**config.mk**
```make
export PLATFORM = sky130hd
export DESIGN_NAME = bp_l15_miss_engine_flat
export DESIGN_NICKNAME = d
export VERILOG_FILES = /design/src/rtl/bp_l15_miss_engine_pkg.sv /design/src/rtl/bp_l15_miss_engine_if.sv /design/src/rtl/bsg_serial_in_parallel_out_full.sv /design/src/rtl/bp_l15_miss_engine.sv /design/src/flat_wrapper.sv
export SDC_FILE = /design/constraint.sdc
export NUM_CORES = 1
export LEC_CHECK = 0
export CORE_AREA = 2 2 389 391
export CTS_CLUSTER_DIAMETER = 120
export DETAILED_ROUTE_END_ITERATION = 8
export DIE_AREA = 0 0 391 393
export GPL_TIMING_DRIVEN = 0
export SYNTH_ARGS = -nofsm -noshare
export SYNTH_HDL_FRONTEND = slang
export SYNTH_HIERARCHICAL = 1
export SYNTH_SLANG_ARGS = --single-unit
```
**constraint.sdc**
```tcl
create_clock -name clk_i -period 4.7 [get_ports clk_i]
set_clock_uncertainty 0.1 [all_clocks]
set_input_delay 0.47 -clock clk_i [delete_from_list [all_inputs] [get_ports clk_i]]
set_output_delay 0.47 -clock clk_i [all_outputs]
set_load 0.05 [all_outputs]
```
**src/rtl/bp_l15_miss_engine_pkg.sv**
```systemverilog
// Shared encodings for the BlackParrot D-cache <-> OpenPiton L1.5 miss engine:
// L1.5 request/return codes, PCX sizes, request types and FSM states.
package bp_l15_miss_engine_pkg;

  localparam logic [4:0] LOAD_RQ  = 5'b00000;
  localparam logic [4:0] STORE_RQ = 5'b00001;

  localparam logic [3:0] LOAD_RET  = 4'b0000;
  localparam logic [3:0] EVICT_REQ = 4'b0011;
  localparam logic [3:0] ST_ACK    = 4'b0100;
  localparam logic [3:0] INT_RET   = 4'b0111;

  localparam logic [2:0] PCX_SZ_1B  = 3'b000;
  localparam logic [2:0] PCX_SZ_2B  = 3'b001;
  localparam logic [2:0] PCX_SZ_4B  = 3'b010;
  localparam logic [2:0] PCX_SZ_8B  = 3'b011;
  localparam logic [2:0] PCX_SZ_16B = 3'b111;

  typedef enum logic [1:0] {
    REQ_LOAD  = 2'd0,
    REQ_STORE = 2'd1,
    REQ_UC    = 2'd2,
    REQ_RSVD  = 2'd3
  } req_type_e;

  typedef enum logic [2:0] {
    S_RESET,
    S_READY,
    S_SEND,
    S_WAIT,
    S_FILL,
    S_UC_DONE
  } state_e;

  // D-cache request size is log2(bytes); map onto the PCX size field.
  function automatic logic [2:0] size_to_pcx(input logic [1:0] sz);
    case (sz)
      2'd0:    return PCX_SZ_1B;
      2'd1:    return PCX_SZ_2B;
      2'd2:    return PCX_SZ_4B;
      default: return PCX_SZ_8B;
    endcase
  endfunction

endpackage

```
**src/rtl/bp_l15_miss_engine_if.sv**
```systemverilog
// Transducer <-> L1.5 request/return bus. master = miss engine, slave = L1.5.
interface bp_l15_miss_engine_if;
  logic        transducer_l15_val;
  logic [4:0]  transducer_l15_rqtype;
  logic [2:0]  transducer_l15_size;
  logic [39:0] transducer_l15_address;
  logic [63:0] transducer_l15_data;
  logic [1:0]  transducer_l15_l1rplway;
  logic        transducer_l15_nc;
  logic        l15_transducer_ack;

  logic        l15_transducer_val;
  logic [3:0]  l15_transducer_returntype;
  logic [63:0] l15_transducer_data_0;
  logic [63:0] l15_transducer_data_1;
  logic [11:0] l15_transducer_inval_address_15_4;
  logic        transducer_l15_req_ack;

  modport master (
    output transducer_l15_val, transducer_l15_rqtype, transducer_l15_size,
           transducer_l15_address, transducer_l15_data, transducer_l15_l1rplway,
           transducer_l15_nc, transducer_l15_req_ack,
    input  l15_transducer_ack, l15_transducer_val, l15_transducer_returntype,
           l15_transducer_data_0, l15_transducer_data_1,
           l15_transducer_inval_address_15_4
  );

  modport slave (
    input  transducer_l15_val, transducer_l15_rqtype, transducer_l15_size,
           transducer_l15_address, transducer_l15_data, transducer_l15_l1rplway,
           transducer_l15_nc, transducer_l15_req_ack,
    output l15_transducer_ack, l15_transducer_val, l15_transducer_returntype,
           l15_transducer_data_0, l15_transducer_data_1,
           l15_transducer_inval_address_15_4
  );
endinterface

```
**src/rtl/bsg_serial_in_parallel_out_full.sv**
```systemverilog
// Collects els_p serial words into one parallel word; valid once full, cleared on yumi.
module bsg_serial_in_parallel_out_full #(
  parameter int width_p = 128,
  parameter int els_p   = 4
) (
  input  logic                       clk_i,
  input  logic                       reset_n_i,
  input  logic                       v_i,
  input  logic [width_p-1:0]         data_i,
  input  logic                       yumi_i,
  output logic                       v_o,
  output logic [width_p*els_p-1:0]   data_o
);
  localparam int cnt_w_lp = $clog2(els_p+1);

  logic [els_p-1:0][width_p-1:0] data_r;
  logic [cnt_w_lp-1:0]           cnt_r;

  assign v_o    = (cnt_r == cnt_w_lp'(els_p));
  assign data_o = data_r;

  always_ff @(posedge clk_i or negedge reset_n_i) begin
    if (!reset_n_i) begin
      data_r <= '0;
      cnt_r  <= '0;
    end else if (yumi_i) begin
      data_r <= '0;
      cnt_r  <= '0;
    end else if (v_i && !v_o) begin
      for (int i = 0; i < els_p; i++)
        if (cnt_r == cnt_w_lp'(i)) data_r[i] <= data_i;
      cnt_r <= cnt_r + cnt_w_lp'(1);
    end
  end
endmodule

```
**src/rtl/bp_l15_miss_engine.sv**
```systemverilog
// Single-outstanding miss/store/uncached engine between the BlackParrot D-cache and
// the OpenPiton L1.5; also turns L1.5 evictions into D-cache invalidates.
module bp_l15_miss_engine
  import bp_l15_miss_engine_pkg::*;
#(
  parameter int paddr_width_p = 40,
  parameter int block_width_p = 512,
  parameter int sets_p        = 64,
  parameter int ways_p        = 8,
  parameter int ptag_width_p  = 28
) (
  input  logic                         clk_i,
  input  logic                         reset_n_i,
  output logic                         ready_o,
  input  logic                         req_v_i,
  input  logic [1:0]                   req_type_i,
  input  logic [paddr_width_p-1:0]     req_addr_i,
  input  logic [$clog2(ways_p)-1:0]    req_way_i,
  input  logic [63:0]                  req_data_i,
  input  logic [1:0]                   req_size_i,
  bp_l15_miss_engine_if.master         l15,
  output logic                         fill_v_o,
  output logic [block_width_p-1:0]     fill_data_o,
  output logic [$clog2(sets_p)-1:0]    fill_index_o,
  output logic [$clog2(ways_p)-1:0]    fill_way_o,
  output logic [ptag_width_p-1:0]      fill_tag_o,
  input  logic                         fill_yumi_i,
  output logic                         uc_v_o,
  output logic [63:0]                  uc_data_o,
  input  logic                         uc_yumi_i,
  output logic                         inval_v_o,
  output logic [$clog2(sets_p)-1:0]    inval_index_o,
  input  logic                         inval_yumi_i
);
  localparam int beats_lp   = block_width_p / 128;
  localparam int beat_w_lp  = $clog2(beats_lp + 1);
  localparam int offset_lp  = $clog2(block_width_p / 8);
  localparam int index_w_lp = $clog2(sets_p);
  localparam int way_w_lp   = $clog2(ways_p);

  state_e                    state_r, state_n;
  req_type_e                 type_r;
  logic [paddr_width_p-1:0]  addr_r, blk_addr;
  logic [way_w_lp-1:0]       way_r;
  logic [63:0]               data_r, uc_data_r;
  logic [1:0]                size_r;
  logic [beat_w_lp-1:0]      beat_r;
  logic                      inval_v_r;
  logic [index_w_lp-1:0]     inval_index_r;
  logic                      ret_v, accept, int_take, evict_take, wait_take;
  logic                      load_take, uc_take, fill_done, sipo_v;
  logic [3:0]                want_ret;
  logic                      unused;

  assign ret_v    = l15.l15_transducer_val;
  assign want_ret = (type_r == REQ_STORE) ? ST_ACK : LOAD_RET;
  assign accept   = ready_o & req_v_i & (req_type_i != REQ_RSVD);
  // Gate with reset so an INT_RET presented while reset is held is not consumed and lost.
  assign int_take   = reset_n_i & (state_r == S_RESET) & ret_v
                    & (l15.l15_transducer_returntype == INT_RET);
  assign evict_take = (state_r != S_RESET) & ret_v & ~inval_v_r
                    & (l15.l15_transducer_returntype == EVICT_REQ);
  assign wait_take  = (state_r == S_WAIT) & ret_v
                    & (l15.l15_transducer_returntype == want_ret);
  assign load_take  = wait_take & (type_r == REQ_LOAD);
  assign uc_take    = wait_take & (type_r == REQ_UC);
  assign fill_done  = fill_v_o & fill_yumi_i;
  assign l15.transducer_l15_req_ack = int_take | evict_take | wait_take;

  assign blk_addr = {addr_r[paddr_width_p-1:offset_lp], {offset_lp{1'b0}}}
                  + (paddr_width_p'(beat_r) << 4);

  assign ready_o       = (state_r == S_READY);
  assign fill_v_o      = (state_r == S_FILL) & sipo_v;
  assign fill_index_o  = fill_v_o ? addr_r[offset_lp +: index_w_lp] : '0;
  assign fill_tag_o    = fill_v_o ? addr_r[paddr_width_p-1 -: ptag_width_p] : '0;
  assign fill_way_o    = fill_v_o ? way_r : '0;
  assign uc_v_o        = (state_r == S_UC_DONE);
  assign uc_data_o     = uc_data_r;
  assign inval_v_o     = inval_v_r;
  assign inval_index_o = inval_index_r;
  assign unused        = ^l15.l15_transducer_inval_address_15_4;

  bsg_serial_in_parallel_out_full #(
    .width_p(128),
    .els_p  (beats_lp)
  ) fill_sipo (
    .clk_i    (clk_i),
    .reset_n_i(reset_n_i),
    .v_i      (load_take),
    .data_i   ({l15.l15_transducer_data_1, l15.l15_transducer_data_0}),
    .yumi_i   (fill_done),
    .v_o      (sipo_v),
    .data_o   (fill_data_o)
  );

  always_ff @(posedge clk_i or negedge reset_n_i) begin
    if (!reset_n_i) state_r <= S_RESET;
    else            state_r <= state_n;
  end

  always_comb begin
    state_n                     = state_r;
    l15.transducer_l15_val      = 1'b0;
    l15.transducer_l15_rqtype   = LOAD_RQ;
    l15.transducer_l15_size     = 3'b000;
    l15.transducer_l15_address  = '0;
    l15.transducer_l15_data     = '0;
    l15.transducer_l15_l1rplway = '0;
    l15.transducer_l15_nc       = 1'b0;
    case (state_r)
      S_RESET:   if (int_take) state_n = S_READY;
      S_READY:   if (accept) state_n = S_SEND;
      S_SEND: begin
        l15.transducer_l15_val = 1'b1;
        l15.transducer_l15_nc  = (type_r == REQ_UC);
        case (type_r)
          REQ_LOAD: begin
            l15.transducer_l15_size     = PCX_SZ_16B;
            l15.transducer_l15_address  = 40'(blk_addr);
            l15.transducer_l15_l1rplway = 2'(way_r);
          end
          REQ_STORE: begin
            l15.transducer_l15_rqtype  = STORE_RQ;
            l15.transducer_l15_size    = size_to_pcx(size_r);
            l15.transducer_l15_address = 40'(addr_r);
            l15.transducer_l15_data    = data_r;
          end
          default: begin
            l15.transducer_l15_size    = size_to_pcx(size_r);
            l15.transducer_l15_address = 40'(addr_r);
          end
        endcase
        if (l15.l15_transducer_ack) state_n = S_WAIT;
      end
      S_WAIT: begin
        if (wait_take) begin
          case (type_r)
            REQ_LOAD:  state_n = (beat_r == beat_w_lp'(beats_lp - 1)) ? S_FILL : S_SEND;
            REQ_STORE: state_n = S_READY;
            default:   state_n = S_UC_DONE;
          endcase
        end
      end
      S_FILL:    if (fill_done) state_n = S_READY;
      S_UC_DONE: if (uc_yumi_i) state_n = S_READY;
      default:   state_n = S_RESET;
    endcase
  end

  always_ff @(posedge clk_i or negedge reset_n_i) begin
    if (!reset_n_i) begin
      type_r        <= REQ_LOAD;
      addr_r        <= '0;
      way_r         <= '0;
      data_r        <= '0;
      size_r        <= '0;
      beat_r        <= '0;
      uc_data_r     <= '0;
      inval_v_r     <= 1'b0;
      inval_index_r <= '0;
    end else begin
      if (accept) begin
        type_r <= req_type_e'(req_type_i);
        addr_r <= req_addr_i;
        way_r  <= req_way_i;
        data_r <= req_data_i;
        size_r <= req_size_i;
      end
      if (load_take && beat_r != beat_w_lp'(beats_lp)) beat_r <= beat_r + beat_w_lp'(1);
      else if (fill_done)                              beat_r <= '0;
      if (uc_take) uc_data_r <= l15.l15_transducer_data_0;
      // inval_address_15_4 carries paddr[15:4]; the set index starts at the block offset.
      if (evict_take) begin
        inval_v_r     <= 1'b1;
        inval_index_r <= l15.l15_transducer_inval_address_15_4[offset_lp-4 +: index_w_lp];
      end else if (inval_yumi_i) begin
        inval_v_r <= 1'b0;
      end
    end
  end
endmodule

```
**src/flat_wrapper.sv**
```systemverilog
// flat-port wrapper written by rule: the top's interface ports become plain ports
module bp_l15_miss_engine_flat import bp_l15_miss_engine_pkg::*;
#(
  parameter int paddr_width_p = 40,
  parameter int block_width_p = 512,
  parameter int sets_p        = 64,
  parameter int ways_p        = 8,
  parameter int ptag_width_p  = 28
)
  (clk_i, reset_n_i, ready_o, req_v_i, req_type_i, req_addr_i, req_way_i, req_data_i, req_size_i, fill_v_o, fill_data_o, fill_index_o, fill_way_o, fill_tag_o, fill_yumi_i, uc_v_o, uc_data_o, uc_yumi_i, inval_v_o, inval_index_o, inval_yumi_i, l15_transducer_l15_val, l15_transducer_l15_rqtype, l15_transducer_l15_size, l15_transducer_l15_address, l15_transducer_l15_data, l15_transducer_l15_l1rplway, l15_transducer_l15_nc, l15_transducer_l15_req_ack, l15_l15_transducer_ack, l15_l15_transducer_val, l15_l15_transducer_returntype, l15_l15_transducer_data_0, l15_l15_transducer_data_1, l15_l15_transducer_inval_address_15_4);
  bp_l15_miss_engine_if l15_i ();
  input  logic clk_i;
  input  logic reset_n_i;
  output logic ready_o;
  input  logic req_v_i;
  input  logic [1:0] req_type_i;
  input  logic [paddr_width_p-1:0] req_addr_i;
  input  logic [$clog2(ways_p)-1:0] req_way_i;
  input  logic [63:0] req_data_i;
  input  logic [1:0] req_size_i;
  output logic fill_v_o;
  output logic [block_width_p-1:0] fill_data_o;
  output logic [$clog2(sets_p)-1:0] fill_index_o;
  output logic [$clog2(ways_p)-1:0] fill_way_o;
  output logic [ptag_width_p-1:0] fill_tag_o;
  input  logic fill_yumi_i;
  output logic uc_v_o;
  output logic [63:0] uc_data_o;
  input  logic uc_yumi_i;
  output logic inval_v_o;
  output logic [$clog2(sets_p)-1:0] inval_index_o;
  input  logic inval_yumi_i;
  output wire logic [$bits(l15_i.transducer_l15_val)-1:0] l15_transducer_l15_val;
  output wire logic [$bits(l15_i.transducer_l15_rqtype)-1:0] l15_transducer_l15_rqtype;
  output wire logic [$bits(l15_i.transducer_l15_size)-1:0] l15_transducer_l15_size;
  output wire logic [$bits(l15_i.transducer_l15_address)-1:0] l15_transducer_l15_address;
  output wire logic [$bits(l15_i.transducer_l15_data)-1:0] l15_transducer_l15_data;
  output wire logic [$bits(l15_i.transducer_l15_l1rplway)-1:0] l15_transducer_l15_l1rplway;
  output wire logic [$bits(l15_i.transducer_l15_nc)-1:0] l15_transducer_l15_nc;
  output wire logic [$bits(l15_i.transducer_l15_req_ack)-1:0] l15_transducer_l15_req_ack;
  input wire logic [$bits(l15_i.l15_transducer_ack)-1:0] l15_l15_transducer_ack;
  input wire logic [$bits(l15_i.l15_transducer_val)-1:0] l15_l15_transducer_val;
  input wire logic [$bits(l15_i.l15_transducer_returntype)-1:0] l15_l15_transducer_returntype;
  input wire logic [$bits(l15_i.l15_transducer_data_0)-1:0] l15_l15_transducer_data_0;
  input wire logic [$bits(l15_i.l15_transducer_data_1)-1:0] l15_l15_transducer_data_1;
  input wire logic [$bits(l15_i.l15_transducer_inval_address_15_4)-1:0] l15_l15_transducer_inval_address_15_4;
  assign l15_transducer_l15_val = l15_i.transducer_l15_val;
  assign l15_transducer_l15_rqtype = l15_i.transducer_l15_rqtype;
  assign l15_transducer_l15_size = l15_i.transducer_l15_size;
  assign l15_transducer_l15_address = l15_i.transducer_l15_address;
  assign l15_transducer_l15_data = l15_i.transducer_l15_data;
  assign l15_transducer_l15_l1rplway = l15_i.transducer_l15_l1rplway;
  assign l15_transducer_l15_nc = l15_i.transducer_l15_nc;
  assign l15_transducer_l15_req_ack = l15_i.transducer_l15_req_ack;
  assign l15_i.l15_transducer_ack = l15_l15_transducer_ack;
  assign l15_i.l15_transducer_val = l15_l15_transducer_val;
  assign l15_i.l15_transducer_returntype = l15_l15_transducer_returntype;
  assign l15_i.l15_transducer_data_0 = l15_l15_transducer_data_0;
  assign l15_i.l15_transducer_data_1 = l15_l15_transducer_data_1;
  assign l15_i.l15_transducer_inval_address_15_4 = l15_l15_transducer_inval_address_15_4;
  bp_l15_miss_engine #(.paddr_width_p(paddr_width_p), .block_width_p(block_width_p), .sets_p(sets_p), .ways_p(ways_p), .ptag_width_p(ptag_width_p)) u_core (.clk_i(clk_i), .reset_n_i(reset_n_i), .ready_o(ready_o), .req_v_i(req_v_i), .req_type_i(req_type_i), .req_addr_i(req_addr_i), .req_way_i(req_way_i), .req_data_i(req_data_i), .req_size_i(req_size_i), .l15(l15_i), .fill_v_o(fill_v_o), .fill_data_o(fill_data_o), .fill_index_o(fill_index_o), .fill_way_o(fill_way_o), .fill_tag_o(fill_tag_o), .fill_yumi_i(fill_yumi_i), .uc_v_o(uc_v_o), .uc_data_o(uc_data_o), .uc_yumi_i(uc_yumi_i), .inval_v_o(inval_v_o), .inval_index_o(inval_index_o), .inval_yumi_i(inval_yumi_i));
endmodule
```
==> impl_metrics.tcl <==
set metrics [dict create \
    ys_ff_latch 703 \
    cts_buffers 85 \
    viasPerCell 4.38 \
    synth_area_leaders "dfrtp_1, nand2_1, a21oi_1" \
    hold_viol 0 \
    utilization_pct 31.1 \
    dieArea_um2 154000 \
    slew_violations 0 \
    wl_mm 158 \
    async_flop_share_pct 100 \
    ctsLongestPathBuffers 3 \
    globalRouteTotalUtil_pct 19.8 \
    endpoint "fill_tag_o[10]" \
    synth_common_cells "nand2_1, dfrtp_1, a21oi_1" \
    reg2reg_depth 12 \
    status "complete, no violations" \
    maxCapViolCount 0 \
    synth_most_common_cell "nand2_1" \
    p_per_area_nw_per_um2 516 \
    place.gp.congestion 0.909 \
    max_freq_mhz 222 \
    period_needed_ns 4.51 \
    via_count 26700 \
    final.period_utilization_pct 96.0 \
    htreeDepth 3 \
    r2r_setup_slack_ns 0.42 \
    core_area_um2 149000 \
    numPortBuffers 992 \
    grt_pass1_wl_mm 214 \
    cts_root_buf "clkbuf_16" \
    yosys.cell_types.count 50 \
    synth.largest_area_cell "dfrtp_1" \
    synth_top_area_share_pct 56.8 \
    worst_setup_path_end_kind "output pin" \
    die_y_um 393 \
    grt-ovfl-total 0 \
    hpwl_mm 123 \
    start_kind "register" \
    die-width_um 391 \
    drive_gt1_share_pct 11.0 \
    worst_pin_slew_ns 0.992 \
    crit_start "u_core/fill_sipo/cnt_r[0]" \
    io_pins 1003 \
    r2r-end "u_core/fill_sipo/data_o[272]" \
    ant_nets 0 \
    cts_tree "built" \
    drtIter0Drc 1930 \
    top_usage_layer "met2" \
    dr.pass1.iters 6 \
    grt_pass1_vias 27300 \
    post_drt_wl_per_cell_um 25.9 \
    synth-edff-count 0 \
    grt_antenna_before_repair 21 \
    cts_sinks 703 \
    clk_latency_ns 0.69 \
    fp-row-count 142 \
    drc_errors 0 \
    path_class "register to output pin" \
    peakVddDrop_v 0.000313 \
    max-slew-margin-rel_pct 33.7 \
    cp_max_fo 10 \
    r2r_start "u_core/fill_sipo/cnt_r[0]" \
    initial_core_util_pct 20.7 \
    grtUsageMet1_pct 22.8 \
    p_leak_nw 20.7 \
    whs_ns 0.252 \
    critical_path_arrival_ns 3.94 \
    area_growth_pct 50.0 \
    syn_area_per_cell_um2 10.3 \
    layout.nets 4356 \
    yosysSeqAreaShare_pct 56.8 \
    cp.required_ns 4.13 \
    synthCells 2991 \
    hold_path_class "input pin to register" \
    yosys_warnings 6 \
    synth_ff_type "dfrtp_1" \
    grt_max_degree 122 \
    grtUsageMet2_pct 33.2 \
    rsz0062_at_grt "false" \
    grt_use_met3_pct 5.89 \
    syn_area_um2 31000 \
    clkTransAtPathRegs_ns 0.06 \
    setup_viol 0 \
]
-- per-stage QoR --
step	cells	TNS [ns]	power, mW	cell area (um2)	worst slack (ns)
floorplan	2994	0	13.7	31000	1.53
global placement	5930	-	17.3	43300	-30.64
detailed placement	5937	-46.92	17.4	43500	-0.524
CTS	6083	0	24.2	46400	0.00944
global route	6086	0	24.9	46400	0.000530
finish	6090	0	24.0	46400	0.187
-- worst max-delay path, cell delays in order (launching register included) --
cell and delay [ns]:
dfrtp_1 0.43, inv_1 0.11, ha_1 0.29, and2_1 0.27, nand2_1 0.31, nor3_4 0.30, buf_12 0.16, clkbuf_1 0.35
and2_1 0.23, clkdlybuf4s50_1 0.81
-- area by class of cell --
class / instances / area (um2)
fill: 15400 / 103000
sequential: 703 / 17600
multi-input combinational: 2062 / 12100
timing repair buffer: 1002 / 10200
tap: 1944 / 2430
clock buffer: 119 / 2400
buffer: 214 / 1270
clock inverter: 24 / 357
inverter: 15 / 56.3
antenna: 7 / 17.5
-- report_power, final --
part | total [mW] | switching (mW) | internal (mW) | leakage [nW]
clock | 6.65 | 2.80 | 3.85 | 1.34
combinational | 8.86 | 5.75 | 3.11 | 9.86
sequential | 8.44 | 1.02 | 7.42 | 9.50
-- placed cells by master, fill, tap and decap left out, types with 8 or more instances in the layout --
| master | instances |
|---|---|
| a21oi_1 | 403 |
| and2_1 | 100 |
| and3_1 | 9 |
| buf_12 | 18 |
| buf_2 | 97 |
| clkbuf_1 | 96 |
| clkbuf_16 | 85 |
| clkbuf_2 | 13 |
| clkbuf_8 | 15 |
| clkdlybuf4s50_1 | 973 |
| dfrtp_1 | 703 |
| dlymetal6s2s_1 | 15 |
| ha_1 | 10 |
| inv_1 | 15 |
| mux2_2 | 115 |
| mux2_4 | 60 |
| mux2i_1 | 132 |
| nand2_1 | 802 |
| nand2b_1 | 260 |
| nand3_1 | 14 |
| nor2_1 | 41 |
| nor3_1 | 8 |
| o21ai_0 | 13 |
| or3_1 | 8 |
| xnor2_1 | 14 |
| xor2_1 | 11 |
-- worst min path at each step --
stage	endpoint	cells after the start	slack (ns)	from
after floorplan	u_core/addr_r[0]	0	0.07	reset_n_i
after global placement	u_core/data_r[21]	1	0.38	u_core/data_r[21]
after detailed placement	u_core/data_r[21]	1	0.38	u_core/data_r[21]
after CTS	u_core/inval_v_o	2	0.17	inval_yumi_i
after global routing	u_core/data_r[24]	2	0.24	req_data_i[24]
final	u_core/inval_v_o	2	0.25	inval_yumi_i
-- routing by layer --
| metal | up-vias | share of wire (%) |
|---|---|---|
| met5 | - | 0.0070 |
| li1 | 12000 | - |
| met2 | 1143 | 48 |
| met4 | 2 | 5.6 |
| met3 | 289 | 8.4 |
| met1 | 13200 | 38 |
-- cell families after synthesis --
family                   synth area share [%]
AO/OA/AOI/OAI                            7.00
XOR/XNOR                                0.707
adder cells (fa/ha/maj)                 0.404
buffers and inverters                    4.21
flip-flops                               56.8
multiplexers                             11.5
other                                  0.0121
AND/OR/NAND/NOR                          19.3
-- registers in the layout (all words and copies together) (netlist names) --
signal                   count
u_core/beat_r                3
u_core/addr_r               40
u_core/inval_v_o             1
u_core/way_r                 3
u_core/uc_data_o            64
u_core/size_r                2
u_core/type_r                2
u_core/fill_sipo/cnt_r       3
u_core/inval_index_o         6
u_core/data_r               64
u_core/fill_sipo/data_o    512
u_core/state_r               3
-- timing repair --
action,4_1_cts,5_1_grt
endpoints found under the hold margin,68,0
resized for setup,17,15
pin swaps,1,0
buffers inserted,2,0
setup endpoints to repair,310,15
hold buffers,1,0
No activity file was read; power rests on OpenSTA's default activity.
